File: src/rtl/accessor_scheduler_if.sv
// Accessor-side handshake bundle: start/count towards the BRAM accessor, idle/done back.
interface accessor_scheduler_if #(
    parameter int CNT_BIT = 31
);
    logic               acc_idle_i;
    logic               acc_done_i;
    logic               acc_start_o;
    logic [CNT_BIT-1:0] acc_count_o;

    modport master (
        input  acc_idle_i,
        input  acc_done_i,
        output acc_start_o,
        output acc_count_o
    );

    modport slave (
        output acc_idle_i,
        output acc_done_i,
        input  acc_start_o,
        input  acc_count_o
    );
endinterface

File: src/rtl/accessor_scheduler.sv
// Round-robin scheduler sharing one BRAM accessor between two requesters,
// with a wait-state watchdog and per-job status/elapsed-cycle report.
//
// state     | meaning
// ----------+---------------------------------------------------------
// S_IDLE    | waiting for an idle accessor and a request
// S_START   | one-cycle start pulse and ack to the winner
// S_WAIT_BUSY | accessor started, waiting for it to leave idle or finish
// S_WAIT_DONE | accessor running, waiting for done or watchdog
// S_RESP    | one-cycle done pulse with status/cycles to the owner
module accessor_scheduler #(
    parameter int CNT_BIT     = 31,
    parameter int CYC_W       = 16,
    parameter int TIMEOUT_CYC = 1024
) (
    input  logic               clk,
    input  logic               reset,
    input  logic               req0_i,
    input  logic [CNT_BIT-1:0] cnt0_i,
    output logic               ack0_o,
    output logic               done0_o,
    input  logic               req1_i,
    input  logic [CNT_BIT-1:0] cnt1_i,
    output logic               ack1_o,
    output logic               done1_o,
    output logic [1:0]         status_o,
    output logic [CYC_W-1:0]   cycles_o,
    accessor_scheduler_if.master acc,
    output logic               busy_o,
    output logic               grant_o
);

    localparam logic [CYC_W-1:0] CYC_MAX   = '1;
    localparam logic [CYC_W-1:0] TIMEOUT_V = CYC_W'(TIMEOUT_CYC);
    localparam logic [1:0] ST_OK      = 2'b00;
    localparam logic [1:0] ST_ZERO    = 2'b01;
    localparam logic [1:0] ST_TIMEOUT = 2'b10;

    typedef enum logic [2:0] {
        S_IDLE,
        S_START,
        S_WAIT_BUSY,
        S_WAIT_DONE,
        S_RESP
    } state_t;

    state_t             state;
    logic               last_grant;
    logic [CYC_W-1:0]   cyc_cnt;

    logic               pick1;
    logic               grant_ok;
    logic [CNT_BIT-1:0] sel_cnt;
    logic [CYC_W-1:0]   cyc_inc;
    logic               tmo_hit;

    always_comb begin
        pick1    = req1_i && (!req0_i || !last_grant);
        grant_ok = acc.acc_idle_i && (req0_i || req1_i);
        sel_cnt  = pick1 ? cnt1_i : cnt0_i;
        cyc_inc  = (cyc_cnt == CYC_MAX) ? cyc_cnt : cyc_cnt + CYC_W'(1);
        tmo_hit  = (cyc_inc >= TIMEOUT_V);
    end

    always_ff @(posedge clk) begin
        if (reset) begin
            state           <= S_IDLE;
            last_grant      <= 1'b1;
            cyc_cnt         <= '0;
            ack0_o          <= 1'b0;
            ack1_o          <= 1'b0;
            done0_o         <= 1'b0;
            done1_o         <= 1'b0;
            status_o        <= ST_OK;
            cycles_o        <= '0;
            acc.acc_start_o <= 1'b0;
            acc.acc_count_o <= '0;
            busy_o          <= 1'b0;
            grant_o         <= 1'b0;
        end else begin
            ack0_o          <= 1'b0;
            ack1_o          <= 1'b0;
            done0_o         <= 1'b0;
            done1_o         <= 1'b0;
            acc.acc_start_o <= 1'b0;
            case (state)
                S_IDLE: begin
                    if (grant_ok) begin
                        acc.acc_count_o <= sel_cnt;
                        grant_o         <= pick1;
                        last_grant      <= pick1;
                        busy_o          <= 1'b1;
                        ack0_o          <= !pick1;
                        ack1_o          <= pick1;
                        if (sel_cnt != '0) begin
                            acc.acc_start_o <= 1'b1;
                            cyc_cnt         <= '0;
                            state           <= S_START;
                        end else begin
                            // Zero count is rejected without touching the accessor.
                            done0_o  <= !pick1;
                            done1_o  <= pick1;
                            status_o <= ST_ZERO;
                            cycles_o <= '0;
                            state    <= S_RESP;
                        end
                    end
                end
                S_START: begin
                    cyc_cnt <= '0;
                    state   <= S_WAIT_BUSY;
                end
                S_WAIT_BUSY, S_WAIT_DONE: begin
                    cyc_cnt <= cyc_inc;
                    if (acc.acc_done_i || tmo_hit) begin
                        done0_o  <= !grant_o;
                        done1_o  <= grant_o;
                        status_o <= acc.acc_done_i ? ST_OK : ST_TIMEOUT;
                        cycles_o <= cyc_inc;
                        state    <= S_RESP;
                    end else if (state == S_WAIT_BUSY && !acc.acc_idle_i) begin
                        state <= S_WAIT_DONE;
                    end
                end
                S_RESP: begin
                    busy_o <= 1'b0;
                    state  <= S_IDLE;
                end
                default: state <= S_IDLE;
            endcase
        end
    end

endmodule

File: src/flat_wrapper.sv
// flat-port wrapper written by rule: the top's interface ports become plain ports
module accessor_scheduler_flat 
#(
    parameter int CNT_BIT     = 31,
    parameter int CYC_W       = 16,
    parameter int TIMEOUT_CYC = 1024
)
  (clk, reset, req0_i, cnt0_i, ack0_o, done0_o, req1_i, cnt1_i, ack1_o, done1_o, status_o, cycles_o, busy_o, grant_o, acc_acc_idle_i, acc_acc_done_i, acc_acc_start_o, acc_acc_count_o);
  accessor_scheduler_if #(.CNT_BIT(CNT_BIT)) acc_i ();
  input  logic clk;
  input  logic reset;
  input  logic req0_i;
  input  logic [CNT_BIT-1:0] cnt0_i;
  output logic ack0_o;
  output logic done0_o;
  input  logic req1_i;
  input  logic [CNT_BIT-1:0] cnt1_i;
  output logic ack1_o;
  output logic done1_o;
  output logic [1:0] status_o;
  output logic [CYC_W-1:0] cycles_o;
  output logic busy_o;
  output logic grant_o;
  input wire logic [$bits(acc_i.acc_idle_i)-1:0] acc_acc_idle_i;
  input wire logic [$bits(acc_i.acc_done_i)-1:0] acc_acc_done_i;
  output wire logic [$bits(acc_i.acc_start_o)-1:0] acc_acc_start_o;
  output wire logic [$bits(acc_i.acc_count_o)-1:0] acc_acc_count_o;
  assign acc_i.acc_idle_i = acc_acc_idle_i;
  assign acc_i.acc_done_i = acc_acc_done_i;
  assign acc_acc_start_o = acc_i.acc_start_o;
  assign acc_acc_count_o = acc_i.acc_count_o;
  accessor_scheduler #(.CNT_BIT(CNT_BIT), .CYC_W(CYC_W), .TIMEOUT_CYC(TIMEOUT_CYC)) u_core (.clk(clk), .reset(reset), .req0_i(req0_i), .cnt0_i(cnt0_i), .ack0_o(ack0_o), .done0_o(done0_o), .req1_i(req1_i), .cnt1_i(cnt1_i), .ack1_o(ack1_o), .done1_o(done1_o), .status_o(status_o), .cycles_o(cycles_o), .acc(acc_i), .busy_o(busy_o), .grant_o(grant_o));
endmodule
File: config.mk
export PLATFORM = sky130hd
export DESIGN_NAME = accessor_scheduler_flat
export DESIGN_NICKNAME = d
export VERILOG_FILES = /design/src/rtl/accessor_scheduler_if.sv /design/src/rtl/accessor_scheduler.sv /design/src/flat_wrapper.sv
export SDC_FILE = /design/constraint.sdc
export NUM_CORES = 1
export LEC_CHECK = 0
export CORE_MARGIN = 1.5
export CORE_UTILIZATION = 48
export DETAILED_ROUTE_END_ITERATION = 8
export PLACE_DENSITY = 0.92
export SKIP_LAST_GASP = 1
export SLEW_MARGIN = 15
export SYNTH_ARGS = -nofsm -noshare
export SYNTH_HDL_FRONTEND = slang
export SYNTH_SLANG_ARGS = --single-unit
export TNS_END_PERCENT = 50
File: constraint.sdc
create_clock -name clk -period 7.9 [get_ports clk]
set_input_delay 1.58 -clock clk [delete_from_list [all_inputs] [get_ports clk]]
set_output_delay 1.58 -clock clk [all_outputs]
set_load 0.01 [all_outputs]
; ---- Word level (Yosys, flattened, before mapping)
; Cells that the tools add are included.
[totals]
romBits = 0
output_inout_bits = 56
memories = 0
ramBits = 0
reg_bits = 76
latchBits = 0
input_bits = 68
[classes]
magnitude_cmp = 1
n_eq_ne = 10
bitwise_logic = 2
mux = 30
reduce_logical = 23
shifts = 0
div_mod_pow = 0
multipliers = 0
n_addsub = 1
[ops]
columns = operator, n
row1 = 16-bit 2-to-1 mux, 6
row2 = 16-bit one-hot mux with 3 select lines, 1
row3 = 16-bit one-hot mux with 2 select lines, 1
row4 = 31-bit 2-to-1 mux, 1
row5 = 31-bit nonzero test, 1
row6 = "16-bit by 1-bit adder with 16-bit output, second input constant", 1
row7 = "16-bit == test, second input constant", 1
row8 = "16-bit by 11-bit greater-or-equal comparator with 1-bit output, second input constant", 1
row9 = 3-bit 2-to-1 mux, 4
row10 = 3-bit one-hot mux with 3 select lines, 1
row11 = 1-bit 2-to-1 mux, 8
row12 = 2-bit 2-to-1 mux, 4
row13 = "3-bit by 2-bit == test with 1-bit output, second input constant", 2
row14 = "2-bit by 1-bit != test with 1-bit output, second input constant", 3
row15 = 1-bit one-hot mux with 2 select lines, 3
row16 = 2-bit AND reduction, 3
row17 = 1-bit logical NOT, 5
row18 = 2-bit one-hot mux with 2 select lines, 1
row19 = 4-bit AND reduction, 1
row20 = 2-bit nonzero test, 2
row21 = "3-bit by 1-bit == test with 1-bit output, second input constant", 1
row22 = "3-bit == test, second input constant", 1
row23 = 1-bit logical AND, 3
row24 = 3-bit logical NOT, 1
row25 = other kinds (8), 11

; ---- Longest topological paths before layout
; Gate-level depths: netlist (run 1).
[logic_depth]
ltp_word = 8
ltp_mapped = 9
ltp_nobuf = 8

; ---- Least setup slack after synthesis (run 1)
; Ideal clock, no wire load.
[synth_timing]
kind = input to register
start = input port req1_i
end = register u_core.status_o[1]
path_slack_ps = 4590
path_buffers = 1
setup_ps = 101
arrival_time_ps = 3209
required_ps = 7799
stages = 8
path_cell_list = a21bo_2 > clkbuf_1 > nand4_1 > nor2_1 > o21ai_0 > nor2_1 > or4b_2 > o41ai_1
[synth_between]
elab_chain_len = 5
elab_cells_between_ends = 8
cone_classes = eq/ne: 2 / mux: 1 / reduce/logical: 5
[synth_lines]
columns = element, line
row1 = "start, declared", flat_wrapper.sv:16  ; input logic req1_i;
row2 = 1-bit logical AND, accessor_scheduler.sv:58  ; pick1 = req1_i && (!req0_i || !last_grant);
row3 = 31-bit 2-to-1 mux, accessor_scheduler.sv:60  ; sel_cnt = pick1 ? cnt1_i : cnt0_i;
row4 = 31-bit nonzero test, accessor_scheduler.sv:95  ; if (sel_cnt != '0) begin
row5 = 2-bit != test (no line), n/a
row6 = 4-bit AND reduction (no line) (*), n/a
row7 = "end signal, assigned", accessor_scheduler.sv:118  ; status_o <= acc.acc_done_i ? ST_OK : ST_TIMEOUT;
row8 = "end, declared", accessor_scheduler.sv:26  ; output logic [1:0] status_o,
; Mark *: on every way between the ends. The rest lies on a longest branch, timed or not.
; A chain may end at the register's enable or synchronous reset.

; ---- Worst setup path in the final report (run 1)
[layout_timing]
start = input port req1_i
end = register u_core.cycles_o[12]
[layout_between]
elab_chain_len = 5
elab_cells_between_ends = 8
cone_classes = eq/ne: 2 / mux: 1 / reduce/logical: 5
[layout_lines]
columns = element, line
row1 = 1-bit logical AND, accessor_scheduler.sv:58
row2 = 31-bit 2-to-1 mux, accessor_scheduler.sv:60
row3 = 31-bit nonzero test, accessor_scheduler.sv:95
row4 = 2-bit != test (no line), n/a
row5 = 4-bit AND reduction (no line) (*), n/a
row6 = "end signal, assigned", accessor_scheduler.sv:119  ; cycles_o <= cyc_inc;
row7 = "end, declared", accessor_scheduler.sv:27  ; output logic [CYC_W-1:0] cycles_o,
; Marks and branches as above.

==> metrics.md, run 1 <==
| Metric | Value |
|---|---|
| Part of the cycle the worst path needs | `53.4%` |
| Hold_buf cts | `0` |
| Hold Path Stages | `1` |
| Synth area leaders | `dfxtp_1 (44%), nand2_1 (9.2%), a311oi_1 (8.1%)` |
| Synth top area share | `44.1%` |
| Setup repair after global routing missed its margin | `no` |
| Critical path's most frequent cell | `nor2_1` |
| Hold WC Path Type | `flop to flop` |
| Hold worst-path end | `u_core.cycles_o[11]$_SDFFE_PP0P_` |
| GRT overflow | `0` |
| Buffers from clock root to sink, at most | `2` |
| Cts bufs inserted | `9` |
| Leakage power | `1.82 nW` |
| Average wire per standard cell | `17.0 um` |
| RR Startpoint | `u_core.cyc_cnt[0]$_SDFFE_PP0P_` |
| Later-pin clock latency in the skew report | `0.35 ns` |
| Crit path DAT | `4.50 ns` |
| Hold Crit Start | `u_core.cycles_o[11]$_SDFFE_PP0P_` |
| Clock transition at path regs | `0.07 ns` |
| Netlist cell types | `46` |
| Dpl hpwl | `7580 um` |
| Achievable frequency | `237 MHz` |
| Iteration-0 DRC Markers | `272` |
| Syn avg cell area | `8.32 um2` |
| Cell Chain, Critical Path | `clkdlybuf4s50_1, a21bo_2, nand4_1, nor2_1, o21ai_0, nor2_1, nor3_2, a2bb2o_1` |
| Die area | `7710 um2` |
| Post-synth top area cell | `dfxtp_1` |
| Worst clock skew | `0.00540 ns` |
| Total Wirelength | `10,600 um` |
| CTS H-tree depth | `3` |
| I/O pin cnt | `124` |
| Port buffer count | `123` |
| Final core occ | `71.7%` |
| Fin crit period | `4.22 ns` |
| Placer Congestion | `0.935` |
| Pins Over Slew Limit | `0` |
| Cells after Synth | `415` |
| Post-synth EDFFs | `0` |
| Slowest stage cell on the critical path | `nor3_2` |
| Seq/Total Area, Yosys | `44.1%` |
| GRT Util Overall | `27.5%` |
| Total negative slack | `0 ns` |
| Reg2reg setup slack | `4.61 ns` |
| Die W | `87.8 um` |
| Startpoint Class | `primary input` |
| Max cap viols | `0` |
| Area growth syn-to-layout | `42.8%` |
| Vias in the first global route | `3,572` |
| Post-CTS Resized | `0` |
| Outcome | `completed` |
| Share of cells above drive strength 1 | `6.05%` |
| Drt pass-1 iters | `5` |
| Post-DP Area | `4710 um2` |
| DRC errors left | `0` |
| Via count | `3,748` |
| Diode count | `0` |
| FFs w/ async S/R, synth | `0%` |
| CTS Sinks | `76` |
| Root Driver | `clkbuf_8` |
| CP required | `8.19 ns` |
| Relative slew slack | `29.1%` |
| Peak VDD IR | `0.125 mV` |
| Number of core rows | `30` |
| First-pass GRT wire length | `16,700 um` |
| Net Count, Synth | `484` |
| CP Capture Type | `flop` |
| Worst path top cell family by delay | `simple AND/OR/NAND/NOR gates` |
| Worst-path maximum fanout | `34` |
| #FFs+latches synth | `76` |
| Worst reg2reg path depth | `8` |
| Power Density | `183 nW/um2` |
| Synth warnings | `0` |
| Setup Crit Path Kind | `primary input to flop` |
| Crit path buffers/inverters | `1` |
| Hold WS | `0.457 ns` |
| Post-Place Worst Slack | `3.33 ns` |
| Die Y | `87.8 um` |
| RR Endpoint | `u_core.cycles_o[12]$_SDFFE_PP0P_` |
| Final setup violation count | `0` |
| Initial Util | `50.2%` |
| Detail Route Antenna Nets | `0` |
| Post-Layout Inst Area | `4930 um2` |
| Fin worst setup slack | `3.68 ns` |
| Delay of the slowest critical-path stage | `0.79 ns` |
| Final nets | `593` |
| Endpoints failing hold | `0` |
| Post-Syn Area | `3450 um2` |
| # fillers | `504` |
| Worst-margin pin slew | `1.06 ns` |
| Largest net degree at the start of global routing | `63` |
| Post-CTS Setup Bufs | `0` |
| Number of vias per cell | `6.00` |
| Initial antenna violation count | `0` |
| Most used DFF post-synth | `dfxtp_1` |
| Core Area | `6870 um2` |
| CTS tree | `built` |
cell type report:
cell class	instances	area [um2]	area share, %
Sequential cell	76	1520	30.9
Multi-Input combinational cell	309	1820	36.9
Clock buffer	11	141	2.87
Inverter	3	11.3	0.229
Tap cell	96	120	2.44
Clock inverter	5	75.1	1.52
Timing Repair Buffer	125	1240	25.2
how the worst max path moves through the flow:
stage | start | end | cells after the start
after CTS | req1_i | u_core.cycles_o[12]$_SDFFE_PP0P_ | 8
after floorplan | req1_i | u_core.status_o[1]$_SDFFE_PP0P_ | 8
after global placement | req1_i | u_core.cycles_o[3]$_SDFFE_PP0P_ | 8
after detailed placement | req1_i | u_core.cycles_o[12]$_SDFFE_PP0P_ | 8
final | req1_i | u_core.cycles_o[12]$_SDFFE_PP0P_ | 8
after global routing | req1_i | u_core.cycles_o[12]$_SDFFE_PP0P_ | 8
registers in the layout, summed over array words and instances (netlist names), 2 cells and up:
register                flops
u_core.cycles_o            16
u_core.cyc_cnt             16
u_core.state                3
u_core.acc.acc_count_o     31
u_core.status_o             2
layer usage:
layer	track usage [%]	wire (um)	part of all wire [%]
met5	0	0	0
met4	13.7	374	3.5
met3	6.69	827	7.8
met2	45.3	5190	49
met1	33.5	4230	40
kinds of logic (layout without fill, tap and decap cells):
group | count (synthesis) | after routing | share of synthesized area, %
and+or+nand+nor | 198 | 198 | 26.9
AOI/OAI and AO/OA | 93 | 93 | 20.6
DFF | 76 | 76 | 44.1
buffers and inverters | 30 | 144 | 3.55
xor gates and xnor gates | 12 | 12 | 3.05
muxes | 5 | 5 | 1.49
adders and majority gates | 1 | 1 | 0.363
cell usage after synthesis, types with 2 or more instances:
cell / n
a311oi_1: 32
mux2i_1: 4
o2bb2ai_1: 5
nor4_1: 20
nor2_1: 47
inv_1: 3
buf_2: 2
a21oi_1: 14
a21o_1: 9
nand2b_1: 5
a31oi_1: 2
a32o_1: 2
a211oi_1: 2
a21bo_2: 3
nor3_1: 11
dfxtp_1: 76
xnor2_1: 8
xor2_1: 4
and3_1: 2
a22o_1: 4
nand2_1: 85
clkbuf_1: 23
o21ai_0: 12
nand3_1: 7
a21boi_1: 2
a211o_1: 2
nand4_1: 8
nor2b_1: 3
report_power, final:
group	internal, mW	switching [mW]	total [mW]	leakage [nW]
logic	0.0834	0.0800	0.163	1.09
registers	0.403	0.0133	0.416	0.620
clock network	0.185	0.140	0.325	0.113
total	0.671	0.233	0.904	1.82
cell usage in the layout, fill, tap and decap left out, types with 2 or more instances in the layout:
cell type        Yosys  routed
nor2_1              47      47
o2bb2ai_1            5       5
nand3_1              7       7
nor4_1              20      19
xnor2_1              8       8
dfxtp_1             76      76
clkbuf_8             0      10
mux2i_1              4       4
nand2b_1             5       5
a22o_1               4       4
a21bo_2              3       3
o21ai_0             12      12
a31oi_1              2       2
nand4_1              8       8
a211oi_1             2       2
a21oi_1             14      14
bufinv_16            0       2
inv_1                3       3
a311oi_1            32      32
a32o_1               2       2
nor3_1              11      11
xor2_1               4       4
a211o_1              2       2
buf_4                0       2
nand2_1             85      85
nor2b_1              3       3
clkdlybuf4s50_1      0     122
a21o_1               9       9
and3_1               2       2
clkinv_2             0       3
worst register-to-register path, stage by stage (launching register included):
cell      delay [ns]
dfxtp_1         0.52
ha_1            0.33
nand4_1         0.20
nor3_1          0.38
mux2i_1         0.34
and4_4          0.30
a21oi_4         0.09
nor3_2          0.80
a2bb2o_1        0.27
through the flow:
step	total power, mW	cells
2_1_floorplan	0.494	415
3_3_place_gp	0.579	609
3_5_place_dp	0.585	609
4_1_cts	0.904	625
5_1_grt	0.941	625
6_report	0.904	625
No activity file was read; power rests on OpenSTA's default activity.
==> run 2, diff against run 1 <==
- CORE_UTILIZATION: 48 -> 45
- PLACE_DENSITY: 0.92 -> 0.87
- clock period: 7.9 -> 3.9 ns (I/O delays scaled with it)
==> metrics.md, run 2 (synthesis results as in run 1) <==
| Metric | Value |
|---|---|
| Vias in the first global route | `3,318` |
| Die area | `8200 um2` |
| Number of core rows | `31` |
| Slowest stage cell on the critical path | `nor3_2` |
| Setup repair after global routing missed its margin | `no` |
| Initial Util | `47.1%` |
| GRT Util Overall | `24.7%` |
| Iteration-0 DRC Markers | `297` |
| Die Y | `90.6 um` |
| Post-Layout Inst Area | `4980 um2` |
| Drt pass-1 iters | `5` |
| Largest net degree at the start of global routing | `59` |
| Leakage power | `1.84 nW` |
| Max cap viols | `0` |
| CTS H-tree depth | `3` |
| CP required | `4.19 ns` |
| First-pass GRT wire length | `16,200 um` |
| CP Capture Type | `flop` |
| Final Power | `1.89 mW` |
| Average wire per standard cell | `16.0 um` |
| Port buffer count | `123` |
| Worst clock skew | `0.00957 ns` |
| Post-CTS Resized | `0` |
| Area growth syn-to-layout | `44.3%` |
| Hold WS | `0.451 ns` |
| Peak VDD IR | `0.198 mV` |
| Number of vias per cell | `5.67` |
| Initial antenna violation count | `0` |
| Total Wirelength | `10,100 um` |
| # fillers | `588` |
| Part of the cycle the worst path needs | `80.2%` |
| Clock transition at path regs | `0.08 ns` |
| Highest routed layer | `met4` |
| Most frequent cells in the layout | `clkdlybuf4s50_1 (122), nand2_1 (85), dfxtp_1 (76)` |
| Detail Route Antenna Nets | `0` |
| CTS tree | `built` |
| Diode count | `0` |
| DRC errors left | `0` |
| Endpoints failing hold | `0` |
| Worst-margin pin slew | `1.07 ns` |
| Buffers from clock root to sink, at most | `2` |
| Cell Chain, Critical Path | `ha_1, nand4_1, nor3_1, mux2i_1, and4_4, a21oi_4, nor3_2, a2bb2o_1` |
| Biggest regs | `u_core.acc.acc_count_o (31), u_core.cyc_cnt (16), u_core.cycles_o (16)` |
| Power Density | `380 nW/um2` |
| Setup Crit Path Kind | `flop to flop` |
| I/O pin cnt | `124` |
| Dpl hpwl | `7380 um` |
| Total negative slack | `0 ns` |
| Hold_buf cts | `0` |
| Fin crit period | `3.13 ns` |
| Hold WC Path Type | `flop to flop` |
| Relative slew slack | `28.7%` |
| Placer Congestion | `0.964` |
| Post-DP Area | `4740 um2` |
| Final setup violation count | `0` |
| Core Area | `7330 um2` |
| Met3 WL | `673 um` |
| Via count | `3,569` |
| Crit path buffers/inverters | `0` |
| Share of cells above drive strength 1 | `6.42%` |
| Final core occ | `67.9%` |
| Die W | `90.6 um` |
| CTS Sinks | `76` |
| Met1 wire length | `4280 um` |
| Outcome | `completed` |
| Max FFs per register | `31` |
| Crit path DAT | `3.42 ns` |
| Achievable frequency | `320 MHz` |
| Hold Crit Start | `u_core.cycles_o[14]$_SDFFE_PP0P_` |
| Met2 routed WL | `4820 um` |
| Final nets | `595` |
| GRT overflow | `0` |
| CP Launch Point | `u_core.cyc_cnt[0]$_SDFFE_PP0P_` |
| Most common cell after layout, fill and taps aside | `clkdlybuf4s50_1` |
| Worst path top cell family by delay | `simple AND/OR/NAND/NOR gates` |
| Startpoint Class | `flop` |
| Later-pin clock latency in the skew report | `0.35 ns` |
| Register bank with the most flops | `u_core.acc.acc_count_o` |
| Pins Over Slew Limit | `0` |
| Delay of the slowest critical-path stage | `0.78 ns` |
| Cts bufs inserted | `9` |
| RR Startpoint | `u_core.cyc_cnt[0]$_SDFFE_PP0P_` |
| Post-CTS Setup Bufs | `0` |
| Root Driver | `clkbuf_8` |
| Worst-path maximum fanout | `15` |
[run 2: per-stage QoR]
stage                     std cells  setup slack [ns]
after global placement          614             0.594
final                           629             0.771
after floorplan                 415              1.39
after global routing            629             0.498
after detailed placement        614             0.494
after CTS                       629             0.816
[run 2: area by class of cell]
type / count / area, um2 / share of cell area, %
Clock buffer: 10 / 138 / 2.76
Clock inverter: 5 / 100 / 2.01
Inverter: 3 / 11.3 / 0.226
Multi-Input combinational cell: 309 / 1820 / 36.5
Sequential cell: 76 / 1520 / 30.6
Tap cell: 99 / 124 / 2.49
Timing Repair Buffer: 127 / 1270 / 25.5
[run 2: worst register-to-register path: stages (launching register included)]
cell and delay, ns:
dfxtp_1 0.47, ha_1 0.30, nand4_1 0.21, nor3_1 0.38, mux2i_1 0.30, and4_4 0.28, a21oi_4 0.09, nor3_2 0.79
a2bb2o_1 0.26
[run 2: metal layers]
metal	global-route usage [%]	vias to the layer above
met5	0	-
met2	39.5	155
met1	31.5	1654
met3	5.72	26
met4	11.1	0
li1	-	1734
[run 2: worst paths after layout]
path / endpoint / slack [ns] / depth (start not counted)
max reg2reg: u_core.cycles_o[12]$_SDFFE_PP0P_ / 0.77 / 8
max: u_core.cycles_o[12]$_SDFFE_PP0P_ / 0.77 / 8
min reg2reg: u_core.cycles_o[14]$_SDFFE_PP0P_ / 0.45 / 1
min: u_core.cycles_o[14]$_SDFFE_PP0P_ / 0.45 / 1
[run 2: power breakdown]
group / internal (mW) / leakage [nW] / total [mW] / switching (mW)
logic: 0.173 / 1.10 / 0.332 / 0.159
clock network: 0.437 / 0.122 / 0.719 / 0.282
registers: 0.815 / 0.620 / 0.840 / 0.0250
total: 1.43 / 1.84 / 1.89 / 0.466
